<file path="config.mk">
export PLATFORM = sky130hd
export DESIGN_NAME = spi_master_duplex_flat
export DESIGN_NICKNAME = d
export VERILOG_FILES = /design/src/rtl/spi_master_duplex_if.sv /design/src/rtl/spi_master_duplex.sv /design/src/flat_wrapper.sv
export SDC_FILE = /design/constraint.sdc
export NUM_CORES = 1
export LEC_CHECK = 0
export ABC_AREA = 1
export CAP_MARGIN = 5
export CORE_AREA = 2 2 63 65
export CTS_BUF_LIST = sky130_fd_sc_hd__clkbuf_8
export DETAILED_ROUTE_END_ITERATION = 10
export DIE_AREA = 0 0 65 67
export DONT_BUFFER_PORTS = 1
export PLACE_DENSITY = 0.74
export SLEW_MARGIN = 15
export SYNTH_ARGS = -nofsm -noshare
export SYNTH_HDL_FRONTEND = slang
export SYNTH_SLANG_ARGS = --single-unit
</file>
<file path="constraint.sdc">
create_clock -name clock -period 1.85 [get_ports clock]
set_input_delay 0.37 -clock clock [delete_from_list [all_inputs] [get_ports clock]]
set_output_delay 0.37 -clock clock [all_outputs]
set_load 0.05 [all_outputs]
</file>
<file path="src/rtl/spi_master_duplex_if.sv">
// Bundle of the SPI master's control handshake and pin signals.
// The master modport is the DUT's view; slave is the controller/pin side.
interface spi_master_duplex_if #(
   parameter int WIDTH  = 8,
   parameter int NUM_CS = 2,
   parameter int CS_W   = 1
);
   logic              start;
   logic [WIDTH-1:0]  tx_data;
   logic [CS_W-1:0]   cs_sel;
   logic              cpol;
   logic              cpha;
   logic              busy;
   logic              done;
   logic              cs_err;
   logic [WIDTH-1:0]  rx_data;
   logic              spi_clk;
   logic              mosi;
   logic              miso;
   logic [NUM_CS-1:0] chip_select;

   modport master (
      input  start, tx_data, cs_sel, cpol, cpha, miso,
      output busy, done, cs_err, rx_data, spi_clk, mosi, chip_select
   );

   modport slave (
      output start, tx_data, cs_sel, cpol, cpha, miso,
      input  busy, done, cs_err, rx_data, spi_clk, mosi, chip_select
   );
endinterface

</file>
<file path="src/rtl/spi_master_duplex.sv">
// Full-duplex SPI master: runtime CPOL/CPHA, CLK_DIV-cycle SCLK half-periods,
// one-hot active-low chip selects, MSB-first shift out and simultaneous shift in.
module spi_master_duplex #(
   parameter int WIDTH   = 8,
   parameter int CLK_DIV = 4,
   parameter int NUM_CS  = 2,
   parameter int CS_W    = 1
) (
   input  logic clock,
   input  logic reset,
   spi_master_duplex_if.master bus
);

   localparam int HC_W = $clog2(CLK_DIV);
   localparam int TC_W = $clog2(2*WIDTH+1);

   localparam logic [2:0] S_IDLE  = 3'd0;
   localparam logic [2:0] S_SETUP = 3'd1;
   localparam logic [2:0] S_XFER  = 3'd2;
   localparam logic [2:0] S_HOLD  = 3'd3;
   localparam logic [2:0] S_DONE  = 3'd4;

   logic [2:0]        state_q, state_d;
   logic [HC_W-1:0]   hc_q, hc_d, hc_nxt;
   logic [TC_W-1:0]   tc_q, tc_d;
   logic [WIDTH-1:0]  txs_q, txs_d;
   logic [WIDTH-1:0]  rxs_q, rxs_d;
   logic [WIDTH-1:0]  rx_q, rx_d;
   logic [NUM_CS-1:0] cs_q, cs_d, cs_sel_n;
   logic              mosi_q, mosi_d;
   logic              spi_clk_q, spi_clk_d;
   logic              cpol_q, cpol_d;
   logic              cpha_q, cpha_d;
   logic              busy_q, busy_d;
   logic              done_q, done_d;
   logic              cs_err_q, cs_err_d;
   logic              hc_wrap, toggle, leading, cs_bad;

   // When every encodable index names a real chip select there is nothing to reject.
   if ((1 << CS_W) <= NUM_CS) begin : g_cs_all
      assign cs_bad = 1'b0;
   end else begin : g_cs_chk
      assign cs_bad = (bus.cs_sel >= CS_W'(NUM_CS));
   end

   always_comb begin
      cs_sel_n = '1;
      for (int i = 0; i < NUM_CS; i++)
         if (bus.cs_sel == CS_W'(i)) cs_sel_n[i] = 1'b0;
   end

   always_comb begin
      state_d   = state_q;
      hc_d      = hc_q;
      tc_d      = tc_q;
      txs_d     = txs_q;
      rxs_d     = rxs_q;
      rx_d      = rx_q;
      cs_d      = cs_q;
      mosi_d    = mosi_q;
      spi_clk_d = spi_clk_q;
      cpol_d    = cpol_q;
      cpha_d    = cpha_q;
      busy_d    = busy_q;
      done_d    = 1'b0;
      cs_err_d  = 1'b0;
      toggle    = 1'b0;
      leading   = 1'b0;
      hc_wrap   = (hc_q == HC_W'(CLK_DIV-1));
      hc_nxt    = hc_wrap ? '0 : hc_q + 1'b1;

      case (state_q)
         S_IDLE: begin
            spi_clk_d = cpol_q;
            if (bus.start) begin
               if (cs_bad) begin
                  cs_err_d = 1'b1;
               end else begin
                  state_d   = S_SETUP;
                  hc_d      = '0;
                  tc_d      = '0;
                  txs_d     = bus.tx_data;
                  rxs_d     = '0;
                  cpol_d    = bus.cpol;
                  cpha_d    = bus.cpha;
                  spi_clk_d = bus.cpol;
                  busy_d    = 1'b1;
                  cs_d      = cs_sel_n;
                  mosi_d    = bus.cpha ? 1'b0 : bus.tx_data[WIDTH-1];
               end
            end
         end
         S_SETUP: begin
            hc_d = hc_nxt;
            if (hc_wrap) begin
               state_d = S_XFER;
               toggle  = 1'b1;
            end
         end
         S_XFER: begin
            hc_d = hc_nxt;
            if (hc_wrap) begin
               if (tc_q == TC_W'(2*WIDTH)) state_d = S_HOLD;
               else                        toggle  = 1'b1;
            end
         end
         S_HOLD: begin
            hc_d = hc_nxt;
            if (hc_wrap) begin
               state_d = S_DONE;
               cs_d    = '1;
               done_d  = 1'b1;
               busy_d  = 1'b0;
               rx_d    = rxs_q;
               mosi_d  = 1'b0;
            end
         end
         S_DONE:  state_d = S_IDLE;
         default: state_d = S_IDLE;
      endcase

      // tc_q counts toggles already made, so an even tc_q means this toggle is odd (leading).
      if (toggle) begin
         spi_clk_d = ~spi_clk_q;
         tc_d      = tc_q + 1'b1;
         leading   = ~tc_q[0];
         if (cpha_q == 1'b0) begin
            if (leading)
               rxs_d = {rxs_q[WIDTH-2:0], bus.miso};
            else if (tc_q != TC_W'(2*WIDTH-1)) begin
               mosi_d = txs_q[WIDTH-2];
               txs_d  = {txs_q[WIDTH-2:0], 1'b0};
            end
         end else begin
            if (leading) begin
               mosi_d = txs_q[WIDTH-1];
               txs_d  = {txs_q[WIDTH-2:0], 1'b0};
            end else
               rxs_d = {rxs_q[WIDTH-2:0], bus.miso};
         end
      end
   end

   always_ff @(posedge clock or posedge reset) begin
      if (reset) begin
         state_q   <= S_IDLE;
         hc_q      <= '0;
         tc_q      <= '0;
         txs_q     <= '0;
         rxs_q     <= '0;
         rx_q      <= '0;
         cs_q      <= '1;
         mosi_q    <= 1'b0;
         spi_clk_q <= 1'b0;
         cpol_q    <= 1'b0;
         cpha_q    <= 1'b0;
         busy_q    <= 1'b0;
         done_q    <= 1'b0;
         cs_err_q  <= 1'b0;
      end else begin
         state_q   <= state_d;
         hc_q      <= hc_d;
         tc_q      <= tc_d;
         txs_q     <= txs_d;
         rxs_q     <= rxs_d;
         rx_q      <= rx_d;
         cs_q      <= cs_d;
         mosi_q    <= mosi_d;
         spi_clk_q <= spi_clk_d;
         cpol_q    <= cpol_d;
         cpha_q    <= cpha_d;
         busy_q    <= busy_d;
         done_q    <= done_d;
         cs_err_q  <= cs_err_d;
      end
   end

   assign bus.busy        = busy_q;
   assign bus.done        = done_q;
   assign bus.cs_err      = cs_err_q;
   assign bus.rx_data     = rx_q;
   assign bus.spi_clk     = spi_clk_q;
   assign bus.mosi        = mosi_q;
   assign bus.chip_select = cs_q;

endmodule

</file>
<file path="src/flat_wrapper.sv">
// flat-port wrapper written by rule: the top's interface ports become plain ports
module spi_master_duplex_flat 
#(
   parameter int WIDTH   = 8,
   parameter int CLK_DIV = 4,
   parameter int NUM_CS  = 2,
   parameter int CS_W    = 1
)
  (clock, reset, bus_start, bus_tx_data, bus_cs_sel, bus_cpol, bus_cpha, bus_miso, bus_busy, bus_done, bus_cs_err, bus_rx_data, bus_spi_clk, bus_mosi, bus_chip_select);
  spi_master_duplex_if #(.WIDTH(WIDTH), .NUM_CS(NUM_CS), .CS_W(CS_W)) bus_i ();
  input  logic clock;
  input  logic reset;
  input wire logic [$bits(bus_i.start)-1:0] bus_start;
  input wire logic [$bits(bus_i.tx_data)-1:0] bus_tx_data;
  input wire logic [$bits(bus_i.cs_sel)-1:0] bus_cs_sel;
  input wire logic [$bits(bus_i.cpol)-1:0] bus_cpol;
  input wire logic [$bits(bus_i.cpha)-1:0] bus_cpha;
  input wire logic [$bits(bus_i.miso)-1:0] bus_miso;
  output wire logic [$bits(bus_i.busy)-1:0] bus_busy;
  output wire logic [$bits(bus_i.done)-1:0] bus_done;
  output wire logic [$bits(bus_i.cs_err)-1:0] bus_cs_err;
  output wire logic [$bits(bus_i.rx_data)-1:0] bus_rx_data;
  output wire logic [$bits(bus_i.spi_clk)-1:0] bus_spi_clk;
  output wire logic [$bits(bus_i.mosi)-1:0] bus_mosi;
  output wire logic [$bits(bus_i.chip_select)-1:0] bus_chip_select;
  assign bus_i.start = bus_start;
  assign bus_i.tx_data = bus_tx_data;
  assign bus_i.cs_sel = bus_cs_sel;
  assign bus_i.cpol = bus_cpol;
  assign bus_i.cpha = bus_cpha;
  assign bus_i.miso = bus_miso;
  assign bus_busy = bus_i.busy;
  assign bus_done = bus_i.done;
  assign bus_cs_err = bus_i.cs_err;
  assign bus_rx_data = bus_i.rx_data;
  assign bus_spi_clk = bus_i.spi_clk;
  assign bus_mosi = bus_i.mosi;
  assign bus_chip_select = bus_i.chip_select;
  spi_master_duplex #(.WIDTH(WIDTH), .CLK_DIV(CLK_DIV), .NUM_CS(NUM_CS), .CS_W(CS_W)) u_core (.clock(clock), .reset(reset), .bus(bus_i));
endmodule
</file>
## After elaboration in Yosys (flattened, before gate mapping)

Index checks and enable logic that the tools add are counted.

| storage, ports and cells | value |
|---|---|
| register bits after elaboration | 42 |
| output and inout port bits | 15 |
| logic and storage cells | 89 |
| input port bits | 15 |

| cells by class | value |
|---|---|
| bitwise gates (word level) | 1 |
| equality and inequality tests | 11 |
| mux-type cells | 50 |
| add/subtract/negate cells | 2 |
| reductions and logical operators | 12 |

Operators by type and width:

| operator | number |
|---|---|
| $mux 8 | 13 |
| $mux 1 | 19 |
| $mux 3 | 5 |
| $mux 5 | 3 |
| $pmux 3 s4 | 1 |
| $mux 2 | 4 |
| $ne 2x1->1 const B | 4 |
| $pmux 2 s2 | 2 |
| $reduce_and 2->1 | 4 |
| $reduce_bool 2->1 | 4 |
| $eq 3x2->1 const B | 2 |
| $pmux 1 s2 | 3 |
| $add 5x1->5 const B | 1 |
| $eq 5x5->1 const B | 1 |
| $ne 5x4->1 const B | 1 |
| $reduce_and 5->1 | 1 |
| $eq 3x1->1 const B | 1 |
| $logic_not 3->1 | 1 |
| $reduce_and 3->1 | 1 |
| $reduce_or 3->1 | 1 |
| $add 2x1->2 const B | 1 |
| $eq 2x2->1 const B | 1 |
| $ne 2x2->1 const B | 1 |
| $not 1->1 | 1 |

## Depth between registers and ports, before layout

Gate-level depths: netlist of run 1.

| logic depth | value |
|---|---|
| depth after elaboration | 7 |
| mapped depth | 11 |

## Least setup slack after synthesis of run 1

Ideal clock, no wire load.

| path | value |
|---|---|
| path type | register -> register |
| start | register u_core.tc_q[0] |
| end | register u_core.txs_q[7] |
| arrival time | 1.448 ns |
| path slack | 0.280 ns |
| cell stages (with the launch flop) | 9 |
| required time | 1.729 ns |
| period minus slack after synthesis | 1.570 ns |
| cell sequence | dfrtp_1 -> ha_1 -> nand2_1 -> nor2_1 -> ha_1 -> o21ai_2 -> nand2_2 -> nand2_1 -> o21ai_1 |

| between the ends | value |
|---|---|
| cells in the longest elaborated chain, start to end | 5 |

Ends and longest elaborated chain:

| what | RTL line | RTL |
|---|---|---|
| start, declared | spi_master_duplex.sv:25 | `logic [TC_W-1:0] tc_q, tc_d;` |
| start signal, assigned | spi_master_duplex.sv:163 | `tc_q <= tc_d;` |
| $eq 5x5->1 / $ne 5x4->1 (equally long branches) | spi_master_duplex.sv:103, spi_master_duplex.sv:130 |  |
| $mux 1 / $mux 8 (equally long branches) | spi_master_duplex.sv:103, spi_master_duplex.sv:130 |  |
| $mux 1 / $mux 8 (equally long branches) | spi_master_duplex.sv:102, spi_master_duplex.sv:128 |  |
| $pmux 1 s2 / $mux 8 (equally long branches) | spi_master_duplex.sv:72, spi_master_duplex.sv:127 |  |
| $mux 8 (*) | spi_master_duplex.sv:123 | `if (toggle) begin` |
| via u_core.txs_d[7] | spi_master_duplex.sv:26 | `logic [WIDTH-1:0] txs_q, txs_d;` |
| end signal, assigned | spi_master_duplex.sv:164 | `txs_q <= txs_d;` |
| end, declared | spi_master_duplex.sv:26 |  |

Mark *: on every way through the listed nets, which the timed path passes. The rest lies on a longest branch.
A chain may end at the register's enable or synchronous reset.

## Worst setup path after layout of run 1

| path | value |
|---|---|
| start | register u_core.tc_q[0] |
| end | register u_core.txs_q[6] |

Same word-level chain as after synthesis.

==> results of run 1 <==
## stage by stage
stage               utilization [%]  cell area, sq um  setup WS [ns]  instances  power (mW)
floorplan                         -              2138         0.2805        254       3.007
detailed placement            60.03              2165        0.08827        298       3.212
global route                  64.19              2315        0.01928        306       4.394
finish                        64.19              2315         0.1675        306       4.080
global placement              60.03              2165         0.1227        298       3.183
CTS                           63.98              2307        0.07812        306       4.098
## placed cells by master, fill, tap and decap left out, types with 2 or more instances in the layout
master / instances
nand2_1: 68
dfrtp_1: 40
inv_1: 39
nor2_1: 16
o21ai_0: 16
o21ai_2: 14
nand3_1: 13
nand2_2: 9
clkbuf_8: 6
o21ai_1: 4
ha_1: 4
buf_4: 4
a21oi_1: 3
nor2_2: 2
o22ai_1: 2
bufinv_16: 2
dfstp_2: 2
## final cells by class
class                   instances  area (sq um)  share of cell area (%)
flip-flops and latches         42          1054                   45.51
multi-input cells             163         872.1                   37.68
inverters                      41         156.4                   6.757
clock buffers                   6         82.58                   3.568
clock inverters                 2         60.06                   2.595
well taps                      48         60.06                   2.595
repair buffers                  4         30.03                   1.297
## cells by family after synthesis
kind of cell	share of synthesized area (%)
flip-flops	49.27
other	0.1754
buffers and inverters	10.30
adder cells (fa/ha/maj)	2.341
AND/OR/NAND/NOR	24.63
AO/OA/AOI/OAI	12.87
XOR/XNOR	0.4097
## sequential cells by signal, summed over array words and instances (netlist names)
register and flops:
u_core.state_q 3, u_core.bus.busy 1, u_core.hc_q 2, u_core.rxs_q 8, u_core.cpol_q 1, u_core.bus.mosi 1
u_core.bus.done 1, u_core.bus.spi_clk 1, u_core.cpha_q 1, u_core.tc_q 5, u_core.txs_q 8, u_core.bus.chip_select 2
u_core.bus.rx_data 8
## critical path, cell delays in order, from the launching register on
cell	delay (ns)
dfrtp_1	0.41
ha_1	0.22
nand2_1	0.09
nor2_1	0.05
ha_1	0.21
o21ai_4	0.29
nand2_2	0.17
nand2_1	0.10
nand2_1	0.05
inv_1	0.04
## where the power goes
group | switching (mW) | leakage (nW) | internal (mW)
clock network | 0.305 | 0.0714 | 0.575
logic | 0.833 | 0.561 | 0.442
registers | 0.674 | 0.536 | 1.25
## final timing paths
path / slack [ns] / end / from / depth (start not counted)
setup / recovery: 0.17 / u_core.txs_q[6] / u_core.tc_q[0] / 9
hold / removal: 0.09 / u_core.bus.rx_data[0] / reset / 2
setup reg to reg: 0.17 / u_core.txs_q[6] / u_core.tc_q[0] / 9
hold reg to reg: 0.51 / u_core.hc_q[0] / u_core.hc_q[0] / 1
max in group asynchronous: 1.40 / u_core.bus.chip_select[0] / reset / 2
min in group clock: 0.12 / u_core.bus.chip_select[1] / bus_cs_sel / 1
## metal layers
metal	track usage (%)	routed length [um]
met3	4.899	164
met1	23.00	1643
met5	0	0
met2	30.15	1654
met4	10.11	59
## Yosys cell counts (2+ instances only)
| library cell | instances |
|---|---|
| a21oi_1 | 3 |
| buf_4 | 3 |
| buf_6 | 3 |
| clkbuf_1 | 2 |
| dfrtp_1 | 40 |
| dfstp_2 | 2 |
| ha_1 | 4 |
| inv_1 | 39 |
| nand2_1 | 68 |
| nand2_2 | 9 |
| nand3_1 | 13 |
| nor2_1 | 16 |
| nor2_2 | 2 |
| o21ai_0 | 16 |
| o21ai_1 | 4 |
| o21ai_2 | 15 |
| o22ai_1 | 2 |
==> results.cfg, run 1 <==
[outcome]
status = completed

[clocking]
cts_resized = 0
cts_buffers = 5
clock_sinks = 42
clk_pin_slew_worst_paths_ns = 0.08
hold_buffers = 0
cts-root-buf = clkbuf_8
cts_tree = built
h-tree-depth = 2
cts_buffer_depth = 2
post_cts_buffers = 0
insertion_delay_ns = 0.29

[timing]
period_minus_slack_ns = 1.683
worst_pin_slew_ns = 0.5211
finalSetupViolations = 0
hold_violations = 0
final_max_slew_viol_count = 0
skew_ns = 0.005545
whs_ns = 0.09178
slew_headroom_pct = 65.26
rsz0062_at_grt = false
max_freq_mhz = 594.4
finalSetupTns_ns = 0
fin_crit_sh_pct = 90.95

[global_route]
antenna_found_initial = 0
grt_pass1_wl_um = 6161
grtUsageTotal_pct = 18.72
overflow = 0
grt_pass1_vias = 1476
grt_start_max_net_pins = 43

[placed_design]
hpwlAfterDp_um = 2419
gp_congestion = 0.8100
portBuffers = 0

[finish]
drive_gt1_share_pct = 17.83
fillers = 321
nets = 276
synthToLayoutAreaGrowth_pct = 8.250
n_antenna_cell = 0

[setup_path]
worstSetupStartpointType = flop
required_ns = 2.08
worstSetupPathType = reg2reg
endpoint_kind = flop
worst-endpoint-arrival_ns = 1.92
crit_path_max_fanout = 9

[synth]
syn_area_sq_um = 2138
synth.top_cell.area_share_pct = 46.81
synth_cells = 254
synth_area_leaders = dfrtp_1, nand2_1, inv_1
seq_area_frac_synth_pct = 49.27
ys_ff_latch = 42
syn-mean-instance-area_sq_um = 8.419
synth_top_area_cell = dfrtp_1
synth_edf_count = 0
synth_flop_cell = dfrtp_1
synthArstFlopShare_pct = 100.0
syn_nets = 273
synth_warnings = 0
synthDistinctLibCells = 30

[floorplan]
initial_core_util_pct = 59.30
die_h_um = 67
coreArea_sq_um = 3606
die_x_um = 65
ios = 30
num_rows = 22
die-area_sq_um = 4355

[power]
p_leak_nw = 1.168
powerDensity_nw_per_um2 = 1763
ir_drop_mv = 0.8253

[drt]
dr_total_vias = 1501
wl_per_cell_um = 11.51
drt_first_pass_iters = 4
antenna_left = 0
viasPerCell = 4.905
drc_errors = 0
drt_iter0_drc = 85
wl_um = 3522

[run]
cap_violations = 0

[min_path]
holdCritPathClass = in2async
Power figures use the tool's default switching activity.
==> inputs of run 2 (changes only) <==
--- a/config.mk
+++ b/config.mk
@@ -12,6 +12,7 @@
 export DETAILED_ROUTE_END_ITERATION = 10
 export DIE_AREA = 0 0 65 67
 export DONT_BUFFER_PORTS = 1
+export MAX_ROUTING_LAYER = met4
 export PLACE_DENSITY = 0.74
 export SLEW_MARGIN = 15
 export SYNTH_ARGS = -nofsm -noshare
==> run 2 against run 1 <==
Compared with the run above: non-clock buffer count unchanged; clock power about the same; total power is essentially flat; sequential share of layout area is the same; die area did not move; critical endpoint unchanged; largest cell class unchanged; highest routed layer unchanged.
==> results.cfg, run 2 (same netlist as run 1, synthesis figures left out) <==
[clocking]
clk_pin_slew_worst_paths_ns = 0.08
hold_buffers = 0
cts-root-buf = clkbuf_8
h-tree-depth = 2
cts_buffers = 5
cts_tree = built
cts_buffer_depth = 2
insertion_delay_ns = 0.29
clock_sinks = 42

[power]
ir_drop_mv = 0.8258
swShare_pct = 44.41
seqPwrFrac_pct = 47.1
p_clk_share_pct = 21.6
intPower_mw = 2.268
powerDensity_nw_per_um2 = 1763
p_leak_nw = 1.168
p_sw_mw = 1.812
power_frac_comb_pct = 31.3

[global_route]
grt_pass1_vias = 1476
grtUsageTotal_pct = 19.23
antenna_found_initial = 0
grt_pass1_wl_um = 6168
overflow = 0
grt_start_max_net_pins = 43

[placed_design]
gp_congestion = 0.8219
post-place-cells = 298
hpwlAfterDp_um = 2419
portBuffers = 0
post-place-ws_ns = 0.08827

[floorplan]
die_x_um = 65
die-area_sq_um = 4355
initial_core_util_pct = 59.30
die_h_um = 67
ios = 30
coreArea_sq_um = 3606
num_rows = 22

[setup_path]
worstSetupStartpointType = flop
required_ns = 2.08
startpoint = u_core.tc_q[0]
path_cells = ha_1, nand2_1, nor2_1, ha_1, o21ai_4, nand2_2, nand2_1, nand2_1, inv_1
slowest_delay_ns = 0.41
endpoint_kind = flop
worst-endpoint-arrival_ns = 1.92
worstSetupPathType = reg2reg
r2r_start = u_core.tc_q[0]
cpMostUsedCell = nand2_1
crit_path_max_fanout = 9
slowest_stage = dfrtp_1

[drt]
drc_errors = 0
wl_um = 3522
wl_per_cell_um = 11.51
antenna_left = 0
drt_first_pass_iters = 4
viasPerCell = 4.899
dr_total_vias = 1499
drt_iter0_drc = 82

[timing]
hold_violations = 0
fin_crit_sh_pct = 90.92
final_max_slew_viol_count = 0
skew_ns = 0.005509
finalSetupTns_ns = 0
slew_headroom_pct = 65.26
fin_ws_ns = 0.1679
max_freq_mhz = 594.5
rsz0062_at_grt = false
finalSetupViolations = 0
period_minus_slack_ns = 1.682
worst_pin_slew_ns = 0.5211

[finish]
layout_common_cells = nand2_1, dfrtp_1, inv_1, nor2_1, o21ai_0
final_cells = 306
drive_gt1_share_pct = 17.83
final_common_cell = nand2_1
nets = 276
synthToLayoutAreaGrowth_pct = 8.250
n_antenna_cell = 0

[outcome]
status = completed

[min_path]
holdCritPathClass = in2async

[run]
cap_violations = 0
run 2: cell counts in the layout (fill, tap and decap cells not counted):
No cell type changed its count.
run 2: power by group through the flow:
stage | clock (mW) | combinational, mW | sequential (mW)
floorplan | 0 | 1.11 | 1.89
CTS | 0.893 | 1.28 | 1.93
finish | 0.880 | 1.28 | 1.92
global route | 0.930 | 1.49 | 1.97
global placement | 0 | 1.25 | 1.94
detailed placement | 0 | 1.26 | 1.95
run 2: per-stage QoR:
step	hold slack (ns)	power [mW]	area [sq um]	util, %
2_1_floorplan	0.4204	3.007	2138	-
4_1_cts	0.1104	4.098	2307	63.98
5_1_grt	0.1115	4.394	2315	64.19
3_5_place_dp	0.4242	3.212	2165	60.03
6_report	0.09195	4.081	2315	64.19
3_3_place_gp	0.4219	3.183	2165	60.03
run 2: final timing paths:
path | to | cells past startpoint | slack (ns)
min reg2reg | u_core.hc_q[0] | 1 | 0.51
min in group clock | u_core.bus.chip_select[1] | 1 | 0.12
max reg2reg | u_core.txs_q[6] | 9 | 0.17
min | u_core.bus.rx_data[0] | 2 | 0.09
max in group asynchronous | u_core.bus.chip_select[0] | 2 | 1.40
max | u_core.txs_q[6] | 9 | 0.17
run 2: final cells by class:
type | count | area [sq um]
flip-flops and latches | 42 | 1054
clock buffers | 6 | 82.58
clock inverters | 2 | 60.06
well taps | 48 | 60.06
fillers | 321 | 1291
inverters | 41 | 156.4
multi-input cells | 163 | 872.1
repair buffers | 4 | 30.03
run 2: worst max-delay path, delay by kind of cell, from the launching register on:
kind / cells / cell delay, ns
AO/OA/AOI/OAI: 1 / 0.29
adder cells (fa/ha/maj): 2 / 0.43
buffers and inverters: 1 / 0.04
flip-flops: 1 / 0.41
AND/OR/NAND/NOR: 5 / 0.46
run 2: repair_timing:
item,CTS,global route
gates resized for setup,0,1
setup endpoints to repair,0,8
buffers inserted,0,0
run 2: metal layers:
layer  track usage [%]  vias up  wire length [um]
met5                 -        -                 0
met4             10.11        0                57
met3             4.899        7               152
met2             30.15       26              1651
met1             23.00      673              1661
li1                  -      793                 -
==> inputs of run 3 (changes only) <==
--- a/config.mk
+++ b/config.mk
@@ -7,13 +7,15 @@
 export LEC_CHECK = 0
 export ABC_AREA = 1
 export CAP_MARGIN = 5
-export CORE_AREA = 2 2 63 65
+export CELL_PAD_IN_SITES_DETAIL_PLACEMENT = 0
+export CELL_PAD_IN_SITES_GLOBAL_PLACEMENT = 1
+export CORE_AREA = 2 2 70 72
 export CTS_BUF_LIST = sky130_fd_sc_hd__clkbuf_8
 export DETAILED_ROUTE_END_ITERATION = 10
-export DIE_AREA = 0 0 65 67
+export DIE_AREA = 0 0 72 74
 export DONT_BUFFER_PORTS = 1
 export MAX_ROUTING_LAYER = met4
-export PLACE_DENSITY = 0.74
+export PLACE_DENSITY_LB_ADDON = 0.1
 export SLEW_MARGIN = 15
 export SYNTH_ARGS = -nofsm -noshare
 export SYNTH_HDL_FRONTEND = slang
==> run 3 against run 2 <==
Compared with the run above: sequential share of layout area up 0.62 points; largest cell class unchanged; highest routed layer unchanged; global-route usage down 1.9 points; critical endpoint is now u_core.txs_q[1]; first-iteration DRC count down 20%; critical path depth unchanged; total power down 6.8%; hold slack better by 0.0031 ns; critical path type unchanged; combinational power about the same; maximum frequency up 0.87%; worst setup slack better by 0.014 ns; register-to-register slack about the same; utilization down 15 points.
==> results.cfg, run 3 (same netlist as run 1, synthesis figures left out) <==
[finish]
layout_common_cells = nand2_1, inv_1, dfrtp_1, nor2_1, o21ai_0
nets = 278
final_common_cell = nand2_1
n_antenna_cell = 0
drive_gt1_share_pct = 18.08
fillers = 463
synthToLayoutAreaGrowth_pct = 6.788
seqCellArea_sq_um = 1054
multi_input_area_sq_um = 882.1

[timing]
worst_pin_slew_ns = 0.5282
period_minus_slack_ns = 1.668
finalSetupTns_ns = 0
slew_headroom_pct = 64.78
rsz0062_at_grt = false
max_freq_mhz = 599.7
skew_ns = 0.004148
hold_violations = 0
final_max_slew_viol_count = 0
fin_ws_ns = 0.1824
finalSetupViolations = 0
fin_crit_sh_pct = 90.14

[setup_path]
slowest_stage = dfrtp_1
r2r_start = u_core.tc_q[0]
worstSetupPathType = reg2reg
endpoint_kind = flop
path_cells = ha_1, nand2_1, nor2_1, ha_1, o21ai_2, buf_4, nand3b_1, nand2_1, inv_1
reg2reg_slack_ns = 0.18
required_ns = 2.04
worst-path-buf-inv = 2
startpoint = u_core.tc_q[0]
rr_worst_depth = 9
crit_family = adder cells
crit_path_max_fanout = 7
worstReg2RegEnd = u_core.txs_q[1]
slowest_delay_ns = 0.41
worst-endpoint-arrival_ns = 1.86
worstSetupStartpointType = flop

[floorplan]
coreArea_sq_um = 4598
initial_core_util_pct = 46.50
num_rows = 25
die-area_sq_um = 5328
die_h_um = 74
ios = 30
die_x_um = 72

[drt]
drt_first_pass_iters = 4
viasPerCell = 4.885
dr_total_vias = 1534
wl_um = 3849
antenna_left = 0
drc_errors = 0
wl_per_cell_um = 12.26
drt_iter0_drc = 66

[global_route]
grt_pass1_vias = 1564
grtUsageTotal_pct = 17.31
grt_pass1_wl_um = 6879
grt_start_max_net_pins = 43
overflow = 0
antenna_found_initial = 0

[min_path]
holdCritPathClass = in2async

[placed_design]
gp_congestion = 0.8208
portBuffers = 0
hpwlAfterDp_um = 2676
post-place-ws_ns = 0.1134

[power]
powerDensity_nw_per_um2 = 1666
ir_drop_mv = 0.6100
p_leak_nw = 1.151
finalPower_mw = 3.804

[clocking]
cts-root-buf = clkbuf_8
clk_pin_slew_worst_paths_ns = 0.08
post_cts_buffers = 0
insertion_delay_ns = 0.29
hold_buffers = 0
h-tree-depth = 2
cts_tree = built
clock_sinks = 42
cts_buffer_depth = 2
cts_resized = 0
cts_buffers = 5

[outcome]
status = completed

[run]
cap_violations = 0
==> run 3: cell count changes in the layout (fill, tap and decap cells not counted), sizes merged <==
cell    change
nand3       +1
buf         +1
clkbuf      -1
bufinv      -2
inv         +1
clkinv      +2
==> run 3: area by class of cell <==
| cell class | count | share of cell area, % |
|---|---|---|
| clock buffer | 5 | 3.014 |
| clock inverter | 3 | 0.7671 |
| inverter | 41 | 6.849 |
| multi-input combinational | 164 | 38.63 |
| sequential | 42 | 46.14 |
| tap | 54 | 2.959 |
| timing repair buffer | 5 | 1.644 |
==> run 3: stage by stage <==
step	cells	utilization [%]	hold slack (ns)	area, sq um
after floorplan	254	-	0.4204	2138
after global placement	305	47.40	0.4227	2180
after detailed placement	305	47.40	0.4275	2180
after CTS	313	49.28	0.1062	2266
after global routing	314	49.66	0.1034	2283
final	314	49.66	0.09505	2283
==> run 3: routing by layer <==
metal / global-route usage, % / wire (um) / share of wire, %
met5: - / 0 / 0
met4: 6.289 / 64 / 1.7
met3: 3.930 / 178 / 4.6
met2: 27.88 / 1729 / 45
met1: 21.53 / 1876 / 49
==> run 3: how the worst max path moves through the flow <==
stage	cells past startpoint	slack (ns)	to
floorplan	8	0.28	u_core.txs_q[7]
global placement	9	0.17	u_core.txs_q[4]
detailed placement	10	0.11	u_core.rxs_q[0]
CTS	10	0.10	u_core.rxs_q[0]
global route	9	0.003	u_core.txs_q[1]
finish	9	0.18	u_core.txs_q[1]
==> run 3: where the power goes <==
| part | leakage, nW | total, mW | switching [mW] | internal (mW) |
|---|---|---|---|---|
| clock network | 0.0493 | 0.570 | 0.309 | 0.261 |
| registers | 0.536 | 1.92 | 0.672 | 1.25 |
| logic | 0.566 | 1.31 | 0.854 | 0.457 |
| total | 1.15 | 3.80 | 1.83 | 1.97 |
